--- src/rtl/multi_cycle_controller_if.sv ---
// -----------------------------------------------------------------------------
// multi_cycle_controller_if
//
// Purpose: bundles every signal between the multi-cycle controller and the
// datapath/memory side (instruction opcode, status flags, control strobes).
//
// Signals:
//   opcode[3:0]    IR[15:12], stable from DECODE until the instruction ends
//   zero           ALU zero flag
//   mem_ready      memory handshake; an access completes in a cycle where it is 1
//   ALUFunc[1:0]   00 ADD, 01 SUB, 10 AND, 11 NOT
//   alu_src_a      0 PC, 1 ACC
//   alu_src_b[1:0] 00 zero, 01 const 1, 10 MDR
//   mem_read, mem_write, i_or_d (0 PC address, 1 IR[11:0])
//   ir_write, pc_write, acc_write
//   pc_src         0 ALU result, 1 {PC[15:12], IR[11:0]}
//   mem_to_acc     0 ALU, 1 MDR
//   halted         high while in HALT
//   state_dbg[2:0] current controller state: 0 FETCH, 1 DECODE, 2 MEM_RD,
//                  3 MEM_WR, 4 ALU_WB, 5 JUMP, 6 BRANCH, 7 HALT
//
// Memory handshake: the controller holds a strobe (mem_read/mem_write) high
// for as long as it waits; the access is complete in the first cycle where
// mem_ready is sampled 1 with the strobe high, and the FSM leaves the memory
// state on that clock edge.
//
// Modports: master = controller (drives control), slave = datapath side.
// -----------------------------------------------------------------------------
interface multi_cycle_controller_if;
    logic [3:0] opcode;
    logic       zero;
    logic       mem_ready;
    logic [1:0] ALUFunc;
    logic       alu_src_a;
    logic [1:0] alu_src_b;
    logic       mem_read;
    logic       mem_write;
    logic       i_or_d;
    logic       ir_write;
    logic       pc_write;
    logic       acc_write;
    logic       pc_src;
    logic       mem_to_acc;
    logic       halted;
    logic [2:0] state_dbg;

    modport master (
        input  opcode, zero, mem_ready,
        output ALUFunc, alu_src_a, alu_src_b, mem_read, mem_write, i_or_d,
               ir_write, pc_write, acc_write, pc_src, mem_to_acc, halted,
               state_dbg
    );

    modport slave (
        output opcode, zero, mem_ready,
        input  ALUFunc, alu_src_a, alu_src_b, mem_read, mem_write, i_or_d,
               ir_write, pc_write, acc_write, pc_src, mem_to_acc, halted,
               state_dbg
    );
endinterface

--- src/rtl/multi_cycle_controller.sv ---
// -----------------------------------------------------------------------------
// multi_cycle_controller
//
// Purpose: Moore-style control FSM for a 16-bit accumulator machine
// (LDA, STA, ADD, SUB, AND, NOT, JMP, JZ, HALT; other opcodes are NOP).
//
// Ports:
//   clk  single clock, rising edge
//   rst  synchronous active-high reset; all outputs are forced to 0 while high
//   bus  multi_cycle_controller_if.master (opcode/zero/mem_ready in, control
//        strobes and state_dbg out)
//
// Build option: define MEM_WAIT_EN to honour mem_ready in FETCH/MEM_RD/MEM_WR.
// Without it mem_ready is ignored (treated as 1) and each memory state lasts
// exactly one cycle.
//
// Outputs are decoded combinationally from the state register, plus mem_ready
// in FETCH and zero in BRANCH, because those strobes must react in the same
// cycle the flag is presented.
// -----------------------------------------------------------------------------
module multi_cycle_controller (
    input  logic                       clk,
    input  logic                       rst,
    multi_cycle_controller_if.master   bus
);
    typedef enum logic [2:0] {
        ST_FETCH  = 3'd0,
        ST_DECODE = 3'd1,
        ST_MEM_RD = 3'd2,
        ST_MEM_WR = 3'd3,
        ST_ALU_WB = 3'd4,
        ST_JUMP   = 3'd5,
        ST_BRANCH = 3'd6,
        ST_HALT   = 3'd7
    } state_t;

    localparam logic [3:0] OP_LDA  = 4'b0000;
    localparam logic [3:0] OP_STA  = 4'b0001;
    localparam logic [3:0] OP_ADD  = 4'b0010;
    localparam logic [3:0] OP_SUB  = 4'b0011;
    localparam logic [3:0] OP_AND  = 4'b0100;
    localparam logic [3:0] OP_NOT  = 4'b0101;
    localparam logic [3:0] OP_JMP  = 4'b0110;
    localparam logic [3:0] OP_JZ   = 4'b0111;
    localparam logic [3:0] OP_HALT = 4'b1111;

    state_t state_q, state_d;
    logic   ready;

`ifdef MEM_WAIT_EN
    assign ready = bus.mem_ready;
`else
    logic unused_mem_ready;
    assign unused_mem_ready = bus.mem_ready;
    assign ready = 1'b1;
`endif

    // Next-state logic
    always_comb begin
        state_d = state_q;
        case (state_q)
            ST_FETCH:  if (ready) state_d = ST_DECODE;
            ST_DECODE: begin
                case (bus.opcode)
                    OP_LDA, OP_ADD, OP_SUB, OP_AND: state_d = ST_MEM_RD;
                    OP_STA:  state_d = ST_MEM_WR;
                    OP_NOT:  state_d = ST_ALU_WB;
                    OP_JMP:  state_d = ST_JUMP;
                    OP_JZ:   state_d = ST_BRANCH;
                    OP_HALT: state_d = ST_HALT;
                    default: state_d = ST_FETCH;
                endcase
            end
            ST_MEM_RD: if (ready) state_d = ST_ALU_WB;
            ST_MEM_WR: if (ready) state_d = ST_FETCH;
            ST_ALU_WB: state_d = ST_FETCH;
            ST_JUMP:   state_d = ST_FETCH;
            ST_BRANCH: state_d = ST_FETCH;
            ST_HALT:   state_d = ST_HALT;
            default:   state_d = ST_FETCH;
        endcase
    end

    always_ff @(posedge clk) begin
        if (rst) state_q <= ST_FETCH;
        else     state_q <= state_d;
    end

    // Output decode; everything is 0 while rst is high.
    logic [1:0] alu_func;
    logic       src_a;
    logic [1:0] src_b;
    logic       mem_rd, mem_wr, iord, irw, pcw, accw, pcs, m2a, hlt;

    always_comb begin
        alu_func = 2'b00;
        src_a    = 1'b0;
        src_b    = 2'b00;
        mem_rd   = 1'b0;
        mem_wr   = 1'b0;
        iord     = 1'b0;
        irw      = 1'b0;
        pcw      = 1'b0;
        accw     = 1'b0;
        pcs      = 1'b0;
        m2a      = 1'b0;
        hlt      = 1'b0;
        if (!rst) begin
            case (state_q)
                ST_FETCH: begin
                    // PC + 1 through the ALU; IR and PC only load on the
                    // cycle the fetch completes, never during a wait.
                    mem_rd = 1'b1;
                    src_b  = 2'b01;
                    irw    = ready;
                    pcw    = ready;
                end
                ST_MEM_RD: begin
                    mem_rd = 1'b1;
                    iord   = 1'b1;
                end
                ST_MEM_WR: begin
                    mem_wr = 1'b1;
                    iord   = 1'b1;
                end
                ST_ALU_WB: begin
                    src_a = 1'b1;
                    src_b = 2'b10;
                    accw  = 1'b1;
                    m2a   = (bus.opcode == OP_LDA);
                    case (bus.opcode)
                        OP_SUB:  alu_func = 2'b01;
                        OP_AND:  alu_func = 2'b10;
                        OP_NOT:  alu_func = 2'b11;
                        default: alu_func = 2'b00;
                    endcase
                end
                ST_JUMP: begin
                    pcw = 1'b1;
                    pcs = 1'b1;
                end
                ST_BRANCH: begin
                    // ALU passes ACC so zero reflects the accumulator.
                    src_a = 1'b1;
                    pcs   = 1'b1;
                    pcw   = bus.zero;
                end
                ST_HALT:  hlt = 1'b1;
                default: ;
            endcase
        end
    end

    assign bus.ALUFunc    = alu_func;
    assign bus.alu_src_a  = src_a;
    assign bus.alu_src_b  = src_b;
    assign bus.mem_read   = mem_rd;
    assign bus.mem_write  = mem_wr;
    assign bus.i_or_d     = iord;
    assign bus.ir_write   = irw;
    assign bus.pc_write   = pcw;
    assign bus.acc_write  = accw;
    assign bus.pc_src     = pcs;
    assign bus.mem_to_acc = m2a;
    assign bus.halted     = hlt;
    assign bus.state_dbg  = state_q;
endmodule

--- src/flat_wrapper.sv ---
// flat-port wrapper written by rule: the top's interface ports become plain ports
module multi_cycle_controller_flat 
  (clk, rst, bus_opcode, bus_zero, bus_mem_ready, bus_ALUFunc, bus_alu_src_a, bus_alu_src_b, bus_mem_read, bus_mem_write, bus_i_or_d, bus_ir_write, bus_pc_write, bus_acc_write, bus_pc_src, bus_mem_to_acc, bus_halted, bus_state_dbg);
  multi_cycle_controller_if bus_i ();
  input  logic clk;
  input  logic rst;
  input wire logic [$bits(bus_i.opcode)-1:0] bus_opcode;
  input wire logic [$bits(bus_i.zero)-1:0] bus_zero;
  input wire logic [$bits(bus_i.mem_ready)-1:0] bus_mem_ready;
  output wire logic [$bits(bus_i.ALUFunc)-1:0] bus_ALUFunc;
  output wire logic [$bits(bus_i.alu_src_a)-1:0] bus_alu_src_a;
  output wire logic [$bits(bus_i.alu_src_b)-1:0] bus_alu_src_b;
  output wire logic [$bits(bus_i.mem_read)-1:0] bus_mem_read;
  output wire logic [$bits(bus_i.mem_write)-1:0] bus_mem_write;
  output wire logic [$bits(bus_i.i_or_d)-1:0] bus_i_or_d;
  output wire logic [$bits(bus_i.ir_write)-1:0] bus_ir_write;
  output wire logic [$bits(bus_i.pc_write)-1:0] bus_pc_write;
  output wire logic [$bits(bus_i.acc_write)-1:0] bus_acc_write;
  output wire logic [$bits(bus_i.pc_src)-1:0] bus_pc_src;
  output wire logic [$bits(bus_i.mem_to_acc)-1:0] bus_mem_to_acc;
  output wire logic [$bits(bus_i.halted)-1:0] bus_halted;
  output wire logic [$bits(bus_i.state_dbg)-1:0] bus_state_dbg;
  assign bus_i.opcode = bus_opcode;
  assign bus_i.zero = bus_zero;
  assign bus_i.mem_ready = bus_mem_ready;
  assign bus_ALUFunc = bus_i.ALUFunc;
  assign bus_alu_src_a = bus_i.alu_src_a;
  assign bus_alu_src_b = bus_i.alu_src_b;
  assign bus_mem_read = bus_i.mem_read;
  assign bus_mem_write = bus_i.mem_write;
  assign bus_i_or_d = bus_i.i_or_d;
  assign bus_ir_write = bus_i.ir_write;
  assign bus_pc_write = bus_i.pc_write;
  assign bus_acc_write = bus_i.acc_write;
  assign bus_pc_src = bus_i.pc_src;
  assign bus_mem_to_acc = bus_i.mem_to_acc;
  assign bus_halted = bus_i.halted;
  assign bus_state_dbg = bus_i.state_dbg;
  multi_cycle_controller u_core (.clk(clk), .rst(rst), .bus(bus_i));
endmodule
--- config.mk ---
export PLATFORM = sky130hd
export DESIGN_NAME = multi_cycle_controller_flat
export DESIGN_NICKNAME = d
export VERILOG_FILES = /design/src/rtl/multi_cycle_controller_if.sv /design/src/rtl/multi_cycle_controller.sv /design/src/flat_wrapper.sv
export SDC_FILE = /design/constraint.sdc
export NUM_CORES = 1
export LEC_CHECK = 0
export ABC_AREA = 1
export CAP_MARGIN = 20
export CORE_MARGIN = 2
export CORE_UTILIZATION = 32
export CTS_CLUSTER_DIAMETER = 100
export CTS_CLUSTER_SIZE = 12
export DETAILED_ROUTE_END_ITERATION = 16
export PLACE_DENSITY = 0.73
export SLEW_MARGIN = 0
export SYNTH_ARGS = -nofsm -noshare
export SYNTH_HDL_FRONTEND = slang
export SYNTH_SLANG_ARGS = --single-unit
export TNS_END_PERCENT = 1
--- constraint.sdc ---
create_clock -name clk -period 1 [get_ports clk]
set_input_delay 0.2 -clock clk [delete_from_list [all_inputs] [get_ports clk]]
set_output_delay 0.2 -clock clk [all_outputs]
set_load 0.05 [all_outputs]
==> results by group <==
Floorplan
  – Chip Width: 40.4 um
  – Die area: 0.00163 mm^2
  – Die span in y: 40.4 um
  – Ports: 25
  – Core ar.: 0.00127 mm^2
  – # rows: 13
  – Starting Density: 0.334

Detailed routing
  – Routed vias: 637
  – TritonRoute pass-1 iters: 4
  – DRC: 0
  – Vias per inst: 5.02
  – ANT nets after route: 0
  – Post-Route WL: 1.87 mm
  – Wire per inst: 14.8 um
  – Drt initial violations: 8

Finish
  – Fill cells: 56
  – Final cell count without fillers: 127
  – Max reg flops: 3
  – Layout cells sized above 1: 0.652
  – Layout area overhead: 172%
  – N_diodes: 0
  – Layout Utilization: 0.908
  – Nets: 126

STA
  – Worst slew margin: 0.826
  – Count of final setup violators: 20
  – Clk_skew: 0.00258 ns
  – Tcrit/Tclk final: 1.54
  – Tmin final: 1.54 ns
  – Worst setup margin: -0.540 ns
  – Final hold slack: 0.536 ns
  – Final hold viol count: 0
  – Max Slew Vio Count: 0
  – RSZ-0062 raised after global routing: true
  – Slew @ Worst Pin: 0.259 ns
  – Peak Freq: 649 MHz

CTS
  – Clock transition at path regs: 0.04 ns
  – CTS tree: done
  – Clk_lat worst skew: 0.24 ns
  – TritonCTS Sinks: 3
  – Root buffer cell: clkbuf_4
  – Clock Path Buffers: 2
  – H-tree Lvls: 1
  – Total CTS buffers: 3

Job
  – Max Cap Viol: 0

Logic synthesis
  – Ranking of synthesized cells by area: ha_1 15%, dfxtp_1 14%, nand2_1 12%, inv_1 8.8%, a21oi_2 8.3%
  – EDFF count, synth: 0
  – Syn Area/Cell: 6.53 um^2
  – Sequential share of the synthesized area: 0.142
  – Most common cell in the netlist: nand2_1
  – Synthesis-stage register bit count: 3
  – FFs w/ async S/R, synth: 0
  – Yosys cell types: 21
  – Top post-synthesis cells by count: 13 x nand2_1, 10 x inv_1, 6 x nor2_1
  – Cells after Synth: 65
  – Post-Syn Area: 424 um^2
  – Main synth FF type: dfxtp_1
  – Post-synth top area share: 0.147
  – Syn_nets: 78
  – Synth Warn #: 0
  – Largest area contributor in the netlist: ha_1

GRT
  – Pin count of the biggest net entering global routing: 9
  – Vias in the first global route: 632
  – First-pass GRT wire length: 2.68 mm
  – Total track usage: 0.260
  – Grt total ovfl: 0
  – Initial antenna violation count: 0

Run status
  – Violated checks: negative setup slack
  – Outcome: finished with violations

Place
  – DP Cell Count: 121
  – Dpl ws: -0.716 ns
  – Port Buffers: 23
  – GPL Wtd Cong: 0.802
  – Post-DP HPWL: 1.21 mm

Power
  – Pwr/cell area: 914 mW/mm^2
  – Leakage dissipation: 0.491 nW
  – VDD IR max: 1.11 mV
  – Total power draw: 1.05 mW

Worst setup path
  – Crit path DAT: 1.34 ns
  – Critical Path Slowest Stage Cell: dfxtp_4
  – CP Max Fanout: 7
  – CP Launch Type: register
  – Crit-path cells: nor2_1 > nand2_2 > a31oi_4 > buf_12
  – Buf/Inv on CP: 1
  – CP max stage delay: 0.37 ns
  – Critical Path RT: 0.80 ns
  – Endpoint class of the critical path: output pin
  – WS Path Type: register to output pin
  – Crit path max-delay family: flip-flops

Min path
  – Worst hold path class: input pin to register
[worst register-to-register path, stage by stage, from the launching register on]
cell and delay (ns):
dfxtp_4 0.37, nor2_1 0.21, nand2_2 0.15, buf_4 0.16, nand2_1 0.06, inv_1 0.06
a21oi_2 0.12
[kinds of logic after synthesis]
kind of cell	Yosys count	synth area share
AOI/OAI and AO/OA	9	0.145
adders and majority gates	5	0.147
buffers and inverters	16	0.186
DFF	3	0.142
and+or+nand+nor	32	0.381
[per-layer routing]
metal	vias up	share of wire	track usage
li1	300	-	-
met1	298	0.33	0.195
met2	31	0.57	0.508
met3	8	0.061	0.106
met4	0	0.034	0.192
met5	-	0	0
[final cells by class]
| cell class | instances | area [um^2] | area share |
|---|---|---|---|
| Sequential cell | 3 | 68.8 | 0.0597 |
| Multi-Input combinational cell | 46 | 398 | 0.345 |
| Timing Repair Buffer | 47 | 587 | 0.509 |
| Tap cell | 15 | 18.8 | 0.0163 |
| Clock buffer | 4 | 26.3 | 0.0228 |
| Inverter | 12 | 53.8 | 0.0467 |
[cell usage in the layout (no fill, tap or decap), drive strengths merged]
cell	n
dlygate4sd2	4
dfxtp	3
ha	5
clkdlybuf4s50	1
buf	41
clkinvlp	1
nand2	14
nor3	3
nand3	6
inv	11
nor2	7
a31oi	1
o21ai	2
nand4	1
a21oi	6
clkdlybuf4s15	1
nor4	1
clkbuf	4
[report_power, final]
part / total, mW / switching (mW) / leakage, nW / internal (mW)
Clock: 0.218 / 0.0686 / 0.0150 / 0.150
Sequential: 0.161 / 0.0270 / 0.0264 / 0.134
Combinational: 0.673 / 0.358 / 0.449 / 0.315
[through the flow]
stage | area (um^2) | setup TNS [ns]
finish | 1150 | -6.86
global route | 1150 | -7.94
CTS | 1130 | -6.36
detailed placement | 1050 | -8.45
global placement | 1050 | -7.81
floorplan | 523 | -11.31
[final timing paths]
path         slack, ns                     from  cells past startpoint                       to
min               0.54            bus_opcode[3]                      5  u_core.bus.state_dbg[1]
max reg2reg      -0.19  u_core.bus.state_dbg[0]                      6  u_core.bus.state_dbg[0]
max              -0.54  u_core.bus.state_dbg[0]                      4             bus_pc_write
min reg2reg       0.70  u_core.bus.state_dbg[2]                      3  u_core.bus.state_dbg[1]
[timing repair]
item / in CTS / in global routing
cloned: 0 / 0
endpoints found under the hold margin: 0 / 0
setup endpoints to repair: 20 / 20
gates resized for setup: 21 / 4
setup buffers: 1 / 1
hold buffers: 0 / 0
pin swaps: 6 / 3
Power figures use the tool's default switching activity.
